--- config.mk ---
export PLATFORM = sky130hd
export DESIGN_NAME = scan_chain_ctrl
export DESIGN_NICKNAME = d
export VERILOG_FILES = /design/src/rtl/scan_chain_ctrl.sv
export SDC_FILE = /design/constraint.sdc
export NUM_CORES = 1
export LEC_CHECK = 0
export ABC_CLOCK_PERIOD_IN_PS = 1320
export CORE_MARGIN = 1.5
export CORE_UTILIZATION = 53
export CTS_CLUSTER_DIAMETER = 80
export DETAILED_ROUTE_END_ITERATION = 16
export HOLD_SLACK_MARGIN = 0.05
export PLACE_DENSITY = 0.82
export REMOVE_ABC_BUFFERS = 1
export SYNTH_ARGS = -nofsm -noshare
export SYNTH_HDL_FRONTEND = slang
export SYNTH_SLANG_ARGS = --single-unit
export TNS_END_PERCENT = 5
--- constraint.sdc ---
create_clock -name CK -period 1.32 [get_ports CK]
set_input_delay 0.198 -clock CK [delete_from_list [all_inputs] [get_ports CK]]
set_output_delay 0.198 -clock CK [all_outputs]
set_load 0.02 [all_outputs]
--- src/rtl/scan_chain_ctrl.sv ---
// Scan chain sequencer.
// Streams serial test patterns into a scan chain (valid/ready on si_*), pulses the
// functional capture phase, and streams the captured response out (valid/ready on so_*).
// Unload of pattern N overlaps with load of pattern N+1.
//
// Ports:
//   CK, RN           clock and asynchronous active-low reset (released synchronously)
//   start, abort     run request (sampled in IDLE) and synchronous abort
//   num_pat          pattern count, latched on an accepted start
//   si_data/valid    serial pattern input; si_ready is the handshake back
//   so_data/valid    registered response bit; so_ready is the sink handshake
//   SO / SI          chain tail input / chain head output
//   SE, CE           scan enable and chain clock enable
//   busy, done       activity flag and one-cycle completion pulse
module scan_chain_ctrl #(
  parameter int unsigned CHAIN_LEN = 8,
  parameter int unsigned NPAT_W    = 8,
  parameter int unsigned CAP_CYC   = 1
) (
  input  logic              CK,
  input  logic              RN,
  input  logic              start,
  input  logic              abort,
  input  logic [NPAT_W-1:0] num_pat,
  input  logic              si_data,
  input  logic              si_valid,
  output logic              si_ready,
  output logic              so_data,
  output logic              so_valid,
  input  logic              so_ready,
  input  logic              SO,
  output logic              SI,
  output logic              SE,
  output logic              CE,
  output logic              busy,
  output logic              done
);

  localparam int unsigned BitW = $clog2(CHAIN_LEN);
  localparam int unsigned CapW = (CAP_CYC > 1) ? $clog2(CAP_CYC) : 1;
  localparam logic [BitW-1:0] BitLast = BitW'(CHAIN_LEN - 1);
  localparam logic [CapW-1:0] CapLast = CapW'(CAP_CYC - 1);

  typedef enum logic [2:0] {
    StIdle, StLoad, StCapture, StShift, StUnload, StFin
  } state_e;

  // Reset asserts asynchronously, releases two CK edges after RN rises.
  logic [1:0] rst_sync_q;
  logic       rst_int_n;

  always_ff @(posedge CK or negedge RN) begin
    if (!RN) rst_sync_q <= 2'b00;
    else     rst_sync_q <= {rst_sync_q[0], 1'b1};
  end

  assign rst_int_n = rst_sync_q[1];

  state_e            state_q, state_d;
  logic [BitW-1:0]   bit_cnt_q, bit_cnt_d;
  logic [CapW-1:0]   cap_cnt_q, cap_cnt_d;
  logic [NPAT_W-1:0] pat_cnt_q, pat_cnt_d;
  logic [NPAT_W-1:0] num_pat_q, num_pat_d;
  logic [NPAT_W-1:0] pat_next;
  logic              so_data_q, so_data_d;
  logic              so_valid_q, so_valid_d;
  logic              fire;

  always_ff @(posedge CK or negedge rst_int_n) begin
    if (!rst_int_n) begin
      state_q    <= StIdle;
      bit_cnt_q  <= '0;
      cap_cnt_q  <= '0;
      pat_cnt_q  <= '0;
      num_pat_q  <= '0;
      so_data_q  <= 1'b0;
      so_valid_q <= 1'b0;
    end else begin
      state_q    <= state_d;
      bit_cnt_q  <= bit_cnt_d;
      cap_cnt_q  <= cap_cnt_d;
      pat_cnt_q  <= pat_cnt_d;
      num_pat_q  <= num_pat_d;
      so_data_q  <= so_data_d;
      so_valid_q <= so_valid_d;
    end
  end

  assign pat_next = pat_cnt_q + NPAT_W'(1);

  always_comb begin
    state_d    = state_q;
    bit_cnt_d  = bit_cnt_q;
    cap_cnt_d  = cap_cnt_q;
    pat_cnt_d  = pat_cnt_q;
    num_pat_d  = num_pat_q;
    so_data_d  = so_data_q;
    so_valid_d = 1'b0;
    fire       = 1'b0;
    SE         = 1'b0;
    CE         = 1'b0;
    SI         = 1'b0;
    si_ready   = 1'b0;

    unique case (state_q)
      StIdle: begin
        if (start) begin
          num_pat_d = num_pat;
          bit_cnt_d = '0;
          pat_cnt_d = '0;
          state_d   = (num_pat == '0) ? StFin : StLoad;
        end
      end
      StLoad: begin
        SE       = 1'b1;
        si_ready = 1'b1;
        fire     = si_valid;
        CE       = fire;
        SI       = fire & si_data;
      end
      StCapture: begin
        CE = 1'b1;
        if (cap_cnt_q == CapLast) begin
          pat_cnt_d = pat_next;
          bit_cnt_d = '0;
          state_d   = (pat_next < num_pat_q) ? StShift : StUnload;
        end else begin
          cap_cnt_d = cap_cnt_q + CapW'(1);
        end
      end
      StShift: begin
        SE       = 1'b1;
        si_ready = so_ready;
        fire     = si_valid & so_ready;
        CE       = fire;
        SI       = si_data;
      end
      StUnload: begin
        SE   = 1'b1;
        fire = so_ready;
        CE   = fire;
      end
      StFin: begin
        state_d = StIdle;
      end
      default: begin
        state_d = StIdle;
      end
    endcase

    // Shared bit-count / response handling for the three shifting states.
    if (fire) begin
      if (state_q != StLoad) begin
        so_data_d  = SO;
        so_valid_d = 1'b1;
      end
      if (bit_cnt_q == BitLast) begin
        bit_cnt_d = '0;
        cap_cnt_d = '0;
        state_d   = (state_q == StUnload) ? StFin : StCapture;
      end else begin
        bit_cnt_d = bit_cnt_q + BitW'(1);
      end
    end

    // Abort beats everything, including a handshake in the same cycle.
    if (abort) begin
      state_d    = StIdle;
      bit_cnt_d  = '0;
      cap_cnt_d  = '0;
      pat_cnt_d  = '0;
      so_data_d  = so_data_q;
      so_valid_d = 1'b0;
      CE         = 1'b0;
      SI         = 1'b0;
      si_ready   = 1'b0;
    end
  end

  assign so_data  = so_data_q;
  assign so_valid = so_valid_q;
  assign busy     = (state_q != StIdle);
  assign done     = (state_q == StFin) & ~abort;

endmodule
==> run_results.csv, run 1 <==
group,metric,value,unit
worst_setup_path,timing.critical_path.slowest_stage_cell,"sky130_fd_sc_hd__dfrtp_2",
synth,synthDominantCellAreaShare,43.41,%
clock_tree,clock_pin_slew_on_the_worst_setup_and_hold_paths,140,ps
grt,grt_use_total,24.43,%
placed_design,last_weighted_congestion_value_of_the_routability_driven_placer,0.8291,
outcome,violations,"setup timing",
grt,initial_antenna_violation_count,0,
worst_setup_path,max_stage_delay,440,ps
grt,grt_pass1_wl,6.244,mm
timing,report.final.slew_viol_count,0,
timing,worst_clock_skew,6.937,ps
synth,post_synth_top_flop,"sky130_fd_sc_hd__dfrtp_1",
cells_and_area,num-fill-cells,155,
cells_and_area,seqCellArea,676.9,µm²
cells_and_area,nets,242,
synth,yosys.cell_count.top_type,"sky130_fd_sc_hd__dfrtp_1",
cells_and_area,finalNonFillerCells,246,
pwr,total_power,1.635,mW
clock_tree,clock_tree.buffer_depth,2,
timing,min_period,2142,ps
placed_design,buffer_ports.inserted,23,
worst_setup_path,type_of_the_worst_setup_path,"flop to flop",
synth,biggest_area_contributors_in_the_synthesized_netlist,"sky130_fd_sc_hd__dfrtp_1 (43%), sky130_fd_sc_hd__ha_1 (8.0%), sky130_fd_sc_hd__a22o_1 (3.9%)",
floorplanning,die_height,57.19,µm
floorplanning,coreArea,2781,µm²
timing,rsz0062_at_grt,"yes",
outcome,run_status,"finished, violations left",
synth,netlist_area,1556,µm²
worst_setup_path,timing.critical_path.cells,"nand2_1 -> nor3_2 -> xor2_1 -> ha_1 -> and4_1 -> o21ai_1 -> o211ai_1 -> o221ai_1",
placed_design,dp.final_hpwl,2.765,mm
cells_and_area,layout-drive-gt1-share,36.74,%
synth,post_synthesis_cells,148,
floorplanning,initial_core_util,55.96,%
drt,drcViolationCount,0,
synth,post_synth_num_cell_types,49,
worst_setup_path,ff2ff_setup_slack,-820,ps
synth,synthArstFlopShare,100.0,%
timing,finalSetupViolCount,30,
worst_setup_path,worstSetupStartpointType,"flop",
clock_tree,tritoncts,"yes",
grt,grt_start_max_net_pins,26,
pwr,cellLeakagePower,1.105,nW
timing,hold-worst-slack,229.8,ps
min_path,path_type_of_the_worst_min_delay_path,"flop to async pin",
synth,ys_ff_latch,27,
synth,synth_sequential_area_ratio,43.41,%
clock_tree,clk_latency,330,ps
floorplanning,die_footprint,3271,µm²
worst_setup_path,crit_arrival,2360,ps
worst_setup_path,kind_of_end_point_of_the_critical_path,"flop",
cells_and_area,antenna_cells_inserted,0,
floorplanning,placementRows,19,
timing,setup_slack,-822.4,ps
synth,synth.cells.most_frequent,"sky130_fd_sc_hd__dfrtp_1 (27), sky130_fd_sc_hd__nand2_1 (14), sky130_fd_sc_hd__ha_1 (10), sky130_fd_sc_hd__inv_1 (10), sky130_fd_sc_hd__o21ai_0 (10)",
pwr,power.density,721.0,nW/µm²
cells_and_area,multiInputGateArea,904.6,µm²
drt,first_pass_iters,4,
drt,drt-initial-drc-count,44,
pwr,power.ir.vdd_worst,0.8341,mV
worst_setup_path,cp_max_fo,4,
floorplanning,fp.dieW,57.19,µm
floorplanning,num_io_pins,24,
worst_setup_path,cell_class_contributing_the_biggest_share_of_worst_path_delay,"simple AND/OR/NAND/NOR gates",
grt,grt_pass1_vias,1399,
clock_tree,clk_root_buffer_cell,"sky130_fd_sc_hd__clkbuf_4",
drt,viasPerCell,5.720,
worst_setup_path,worstPathBufferInverterCount,0,
timing,fmax,466.8,MHz
synth,avgSynthCellArea,10.52,µm²
clock_tree,cts_htree_levels,1,
run,timing.max_cap.violations,0,
cells_and_area,areaGrowthSynthToFinish,45.74,%
synth,synth_top_area_cell,"sky130_fd_sc_hd__dfrtp_1",
timing,post-route-period-util,162.3,%
synth,ys.warnings.count,0,
synth,synth_enable_flop_cells,0,
clock_tree,cts_sinks,27,
drt,wl_per_cell,15.95,µm
timing,final-hold-violation-count,0,
drt,post_detailed_routing_wire_length,3.924,mm
drt,detailroute.via_count,1407,
placed_design,post-place-cells,238,
worst_setup_path,critical_path_required,1540,ps
clock_tree,tritoncts.num_buffers,3,
drt,postRouteAntennaNets,0,
grt,grt_overflow,0,
final timing paths:
path / startpoint / endpoint / depth (start not counted)
min reg2reg: rst_sync_q[1] / pat_cnt_q[3] / 1
max reg2reg: pat_cnt_q[2] / state_q[0] / 8
min: rst_sync_q[1] / pat_cnt_q[3] / 1
max in group asynchronous: RN / rst_sync_q[1] / 2
max: pat_cnt_q[2] / state_q[0] / 8
min in group CK: rst_sync_q[0] / rst_sync_q[1] / 0
state kept, by name (all words and copies together), names as in the netlist:
| signal | count |
|---|---|
| num_pat_q | 8 |
| pat_cnt_q | 8 |
| bit_cnt_q | 3 |
| state_q | 3 |
| rst_sync_q | 2 |
| cap_cnt_q | 1 |
| so_data | 1 |
| so_valid | 1 |
cell type report:
class	instances	share of cell area, %
inverters	10	1.655
clock buffers	4	1.158
well taps	31	1.710
repair buffers	67	25.76
flip-flops and latches	27	29.84
multi-input cells	107	39.88
routing by layer:
metal | vias up | global-route usage (%) | routed length, µm
li1 | 669 | - | -
met1 | 708 | 31.09 | 1693
met2 | 26 | 43.35 | 2041
met3 | 4 | 4.989 | 151
met4 | 0 | 4.651 | 38
met5 | - | 0 | 0
layout by cell type (no fill, tap or decap), types with 3 or more instances in the layout:
cell,n
sky130_fd_sc_hd__o21ai_0,9
sky130_fd_sc_hd__nand3_1,3
sky130_fd_sc_hd__ha_1,9
sky130_fd_sc_hd__buf_4,37
sky130_fd_sc_hd__clkdlybuf4s15_2,3
sky130_fd_sc_hd__nand2_1,14
sky130_fd_sc_hd__nor3_1,3
sky130_fd_sc_hd__nor2_1,6
sky130_fd_sc_hd__clkdlybuf4s50_1,15
sky130_fd_sc_hd__inv_1,10
sky130_fd_sc_hd__a211o_1,3
sky130_fd_sc_hd__buf_6,8
sky130_fd_sc_hd__a22o_1,7
sky130_fd_sc_hd__clkbuf_4,3
sky130_fd_sc_hd__dfrtp_1,26
through the flow:
step           setup slack [ps]  TNS, ps  cell area [µm²]  util [%]
4_1_cts                  -697.8    -7527             2212     79.53
5_1_grt                  -914.5   -10300             2268     81.56
3_5_place_dp             -779.4   -11820             2097     75.39
2_1_floorplan            -676.1    -2926             1528         -
6_report                 -822.4    -8322             2268     81.56
3_3_place_gp             -693.5   -10550             2097     75.39
report_power, final:
part           switching [mW]  leakage [nW]  total, mW  internal, mW
Clock                   0.241        0.0150      0.359         0.119
Sequential             0.0242         0.353      0.903         0.879
Combinational           0.183         0.737      0.373         0.190
Total                   0.448          1.11       1.64          1.19
logic make-up after synthesis:
kind of cell	share of synthesized area (%)
and+or+nand+nor	20.58
muxes	2.411
xor gates and xnor gates	3.376
other	0.2409
adders and majority gates	8.039
DFF	43.41
AOI/OAI and AO/OA	17.69
buffers and inverters	4.261
repair_timing:
action / in CTS / in global routing
pin swaps: 7 / 7
hold buffers: 1 / 0
gates resized for setup: 45 / 9
setup buffers: 1 / 2
endpoints found under the hold margin: 2 / 0
setup endpoints to repair: 32 / 30
Note: power is estimated with default switching activity, not from simulation.
==> run 2, diff against run 1 <==
--- a/config.mk
+++ b/config.mk
@@ -11,7 +11,7 @@
 export CTS_CLUSTER_DIAMETER = 80
 export DETAILED_ROUTE_END_ITERATION = 16
 export HOLD_SLACK_MARGIN = 0.05
-export PLACE_DENSITY = 0.82
+export PLACE_DENSITY = 0.86
 export REMOVE_ABC_BUFFERS = 1
 export SYNTH_ARGS = -nofsm -noshare
 export SYNTH_HDL_FRONTEND = slang
==> run_results.csv, run 2 (synthesis gave the netlist of run 1 again) <==
group,metric,value,unit
grt,grt_overflow,0,
clock_tree,cts_htree_levels,1,
timing,final-hold-violation-count,0,
worst_setup_path,cell_class_contributing_the_biggest_share_of_worst_path_delay,"compound AO/OA/AOI/OAI gates",
pwr,power.density,732.3,nW/µm²
floorplanning,fp.dieW,57.19,µm
floorplanning,initial_core_util,55.96,%
worst_setup_path,crit_arrival,2470,ps
cells_and_area,nets,249,
floorplanning,num_io_pins,24,
grt,initial_antenna_violation_count,0,
outcome,violations,"setup timing",
worst_setup_path,timing.reg2reg.worst_path_depth,9,
worst_setup_path,worstSetupStartpointType,"flop",
worst_setup_path,type_of_the_worst_setup_path,"flop to flop",
worst_setup_path,kind_of_end_point_of_the_critical_path,"flop",
timing,setup_total_negative_slack,-10850,ps
worst_setup_path,critPathCapture,"state_q[0]",
clock_tree,cts_sinks,27,
cells_and_area,seqCellArea,676.9,µm²
drt,detailroute.via_count,1613,
drt,post_detailed_routing_wire_length,5.540,mm
clock_tree,tritoncts,"yes",
worst_setup_path,critical_path_required,1550,ps
worst_setup_path,reg2reg_to,"state_q[0]",
clock_tree,clock_pin_slew_on_the_worst_setup_and_hold_paths,160,ps
timing,hold-worst-slack,245.7,ps
clock_tree,tritoncts.num_buffers,3,
cells_and_area,layout-drive-gt1-share,40.99,%
placed_design,dp.final_hpwl,3.237,mm
timing,setup_slack,-915.7,ps
run,timing.max_cap.violations,0,
timing,finalSetupViolCount,31,
timing,rsz0062_at_grt,"yes",
floorplanning,die_height,57.19,µm
drt,drcViolationCount,0,
worst_setup_path,ff2ff_setup_slack,-920,ps
grt,grt_use_total,29.62,%
pwr,cellLeakagePower,1.168,nW
cells_and_area,areaGrowthSynthToFinish,50.24,%
grt,grt_pass1_wl,7.396,mm
clock_tree,clk_latency,360,ps
timing,report.final.slew_viol_count,0,
cells_and_area,num-fill-cells,145,
drt,first_pass_iters,5,
drt,postRouteAntennaNets,0,
pwr,total_power,1.713,mW
placed_design,post-place-cells,239,
worst_setup_path,critical_path.startpoint,"pat_cnt_q[0]",
cells_and_area,multiInputGateArea,932.1,µm²
grt,grt_start_max_net_pins,26,
outcome,run_status,"finished, violations left",
placed_design,preCtsSetupSlack,-839.2,ps
cells_and_area,layout.cells.most_common_list,"sky130_fd_sc_hd__buf_4 (47), sky130_fd_sc_hd__dfrtp_1 (26), sky130_fd_sc_hd__clkdlybuf4s50_1 (15)",
placed_design,buffer_ports.inserted,23,
timing,min_period,2236,ps
timing,post-route-period-util,169.4,%
placed_design,last_weighted_congestion_value_of_the_routability_driven_placer,0.8413,
worst_setup_path,logic_depth_of_the_worst_setup_path_including_buffers,9,
floorplanning,coreArea,2781,µm²
worst_setup_path,timing.rr.start,"pat_cnt_q[0]",
worst_setup_path,max_stage_delay,470,ps
clock_tree,clk_root_buffer_cell,"sky130_fd_sc_hd__clkbuf_4",
cells_and_area,mostFrequentLayoutCell,"sky130_fd_sc_hd__buf_4",
floorplanning,die_footprint,3271,µm²
worst_setup_path,worstPathBufferInverterCount,0,
worst_setup_path,timing.critical_path.cells,"ha_4 -> nand3_2 -> nor2_2 -> xor2_1 -> ha_1 -> and4_1 -> o21ai_1 -> o211ai_1 -> o221ai_1",
cells_and_area,top_regs,"num_pat_q x8, pat_cnt_q x8",
clock_tree,clock_tree.buffer_depth,2,
drt,viasPerCell,6.375,
worst_setup_path,timing.critical_path.slowest_stage_cell,"sky130_fd_sc_hd__dfrtp_1",
min_path,path_type_of_the_worst_min_delay_path,"flop to async pin",
drt,drt-initial-drc-count,140,
timing,fmax,447.3,MHz
timing,worst_clock_skew,10.22,ps
cells_and_area,finalNonFillerCells,253,
grt,grt_pass1_vias,1626,
pwr,power.ir.vdd_worst,0.8937,mV
cells_and_area,antenna_cells_inserted,0,
worst_setup_path,cp_max_fo,3,
floorplanning,placementRows,19,
drt,wl_per_cell,21.90,µm
[run 2: how the worst min path moves through the flow]
stage          cells past startpoint       endpoint
5_1_grt                            1   pat_cnt_q[3]
6_report                           1   bit_cnt_q[1]
3_3_place_gp                       1   bit_cnt_q[2]
2_1_floorplan                      0  rst_sync_q[0]
3_5_place_dp                       1   bit_cnt_q[1]
4_1_cts                            1   bit_cnt_q[0]
[run 2: final cells by class]
cell class,instances,area share (%)
multi-input cells,107,39.86
flip-flops and latches,27,28.95
repair buffers,74,26.75
well taps,31,1.659
inverters,10,1.605
clock buffers,3,0.9631
clock inverters,1,0.2140
[run 2: report_power, final]
group,internal [mW],switching (mW)
logic,0.197,0.213
clock network,0.115,0.282
registers,0.879,0.0271
total,1.19,0.521
[run 2: through the flow]
step	area, µm²	util [%]
floorplan	1528	-
global placement	2105	75.66
detailed placement	2105	75.66
CTS	2250	80.88
global route	2338	84.08
finish	2338	84.08
[run 2: routing by layer]
layer  GRT usage (%)  share of wire [%]
met1           33.58                 37
met2           55.50                 49
met3           3.628                8.8
met4           12.62                5.4
met5               0                  0
[run 2: worst reg2reg max path: cells and delay by family (launching register included)]
family | cells | cell delay (ps)
AOI/OAI and AO/OA | 3 | 600
xor gates and xnor gates | 1 | 100
adders and majority gates | 2 | 500
DFF | 1 | 470
and+or+nand+nor | 3 | 460
[run 2: what timing repair did]
action                     in CTS  in global routing
setup endpoints to repair      32                 31
hold endpoints to repair        2                  0
hold buffers                    1                  0
pin swaps                      14                 12
gates resized for setup        58                  9
setup buffers                   3                  6
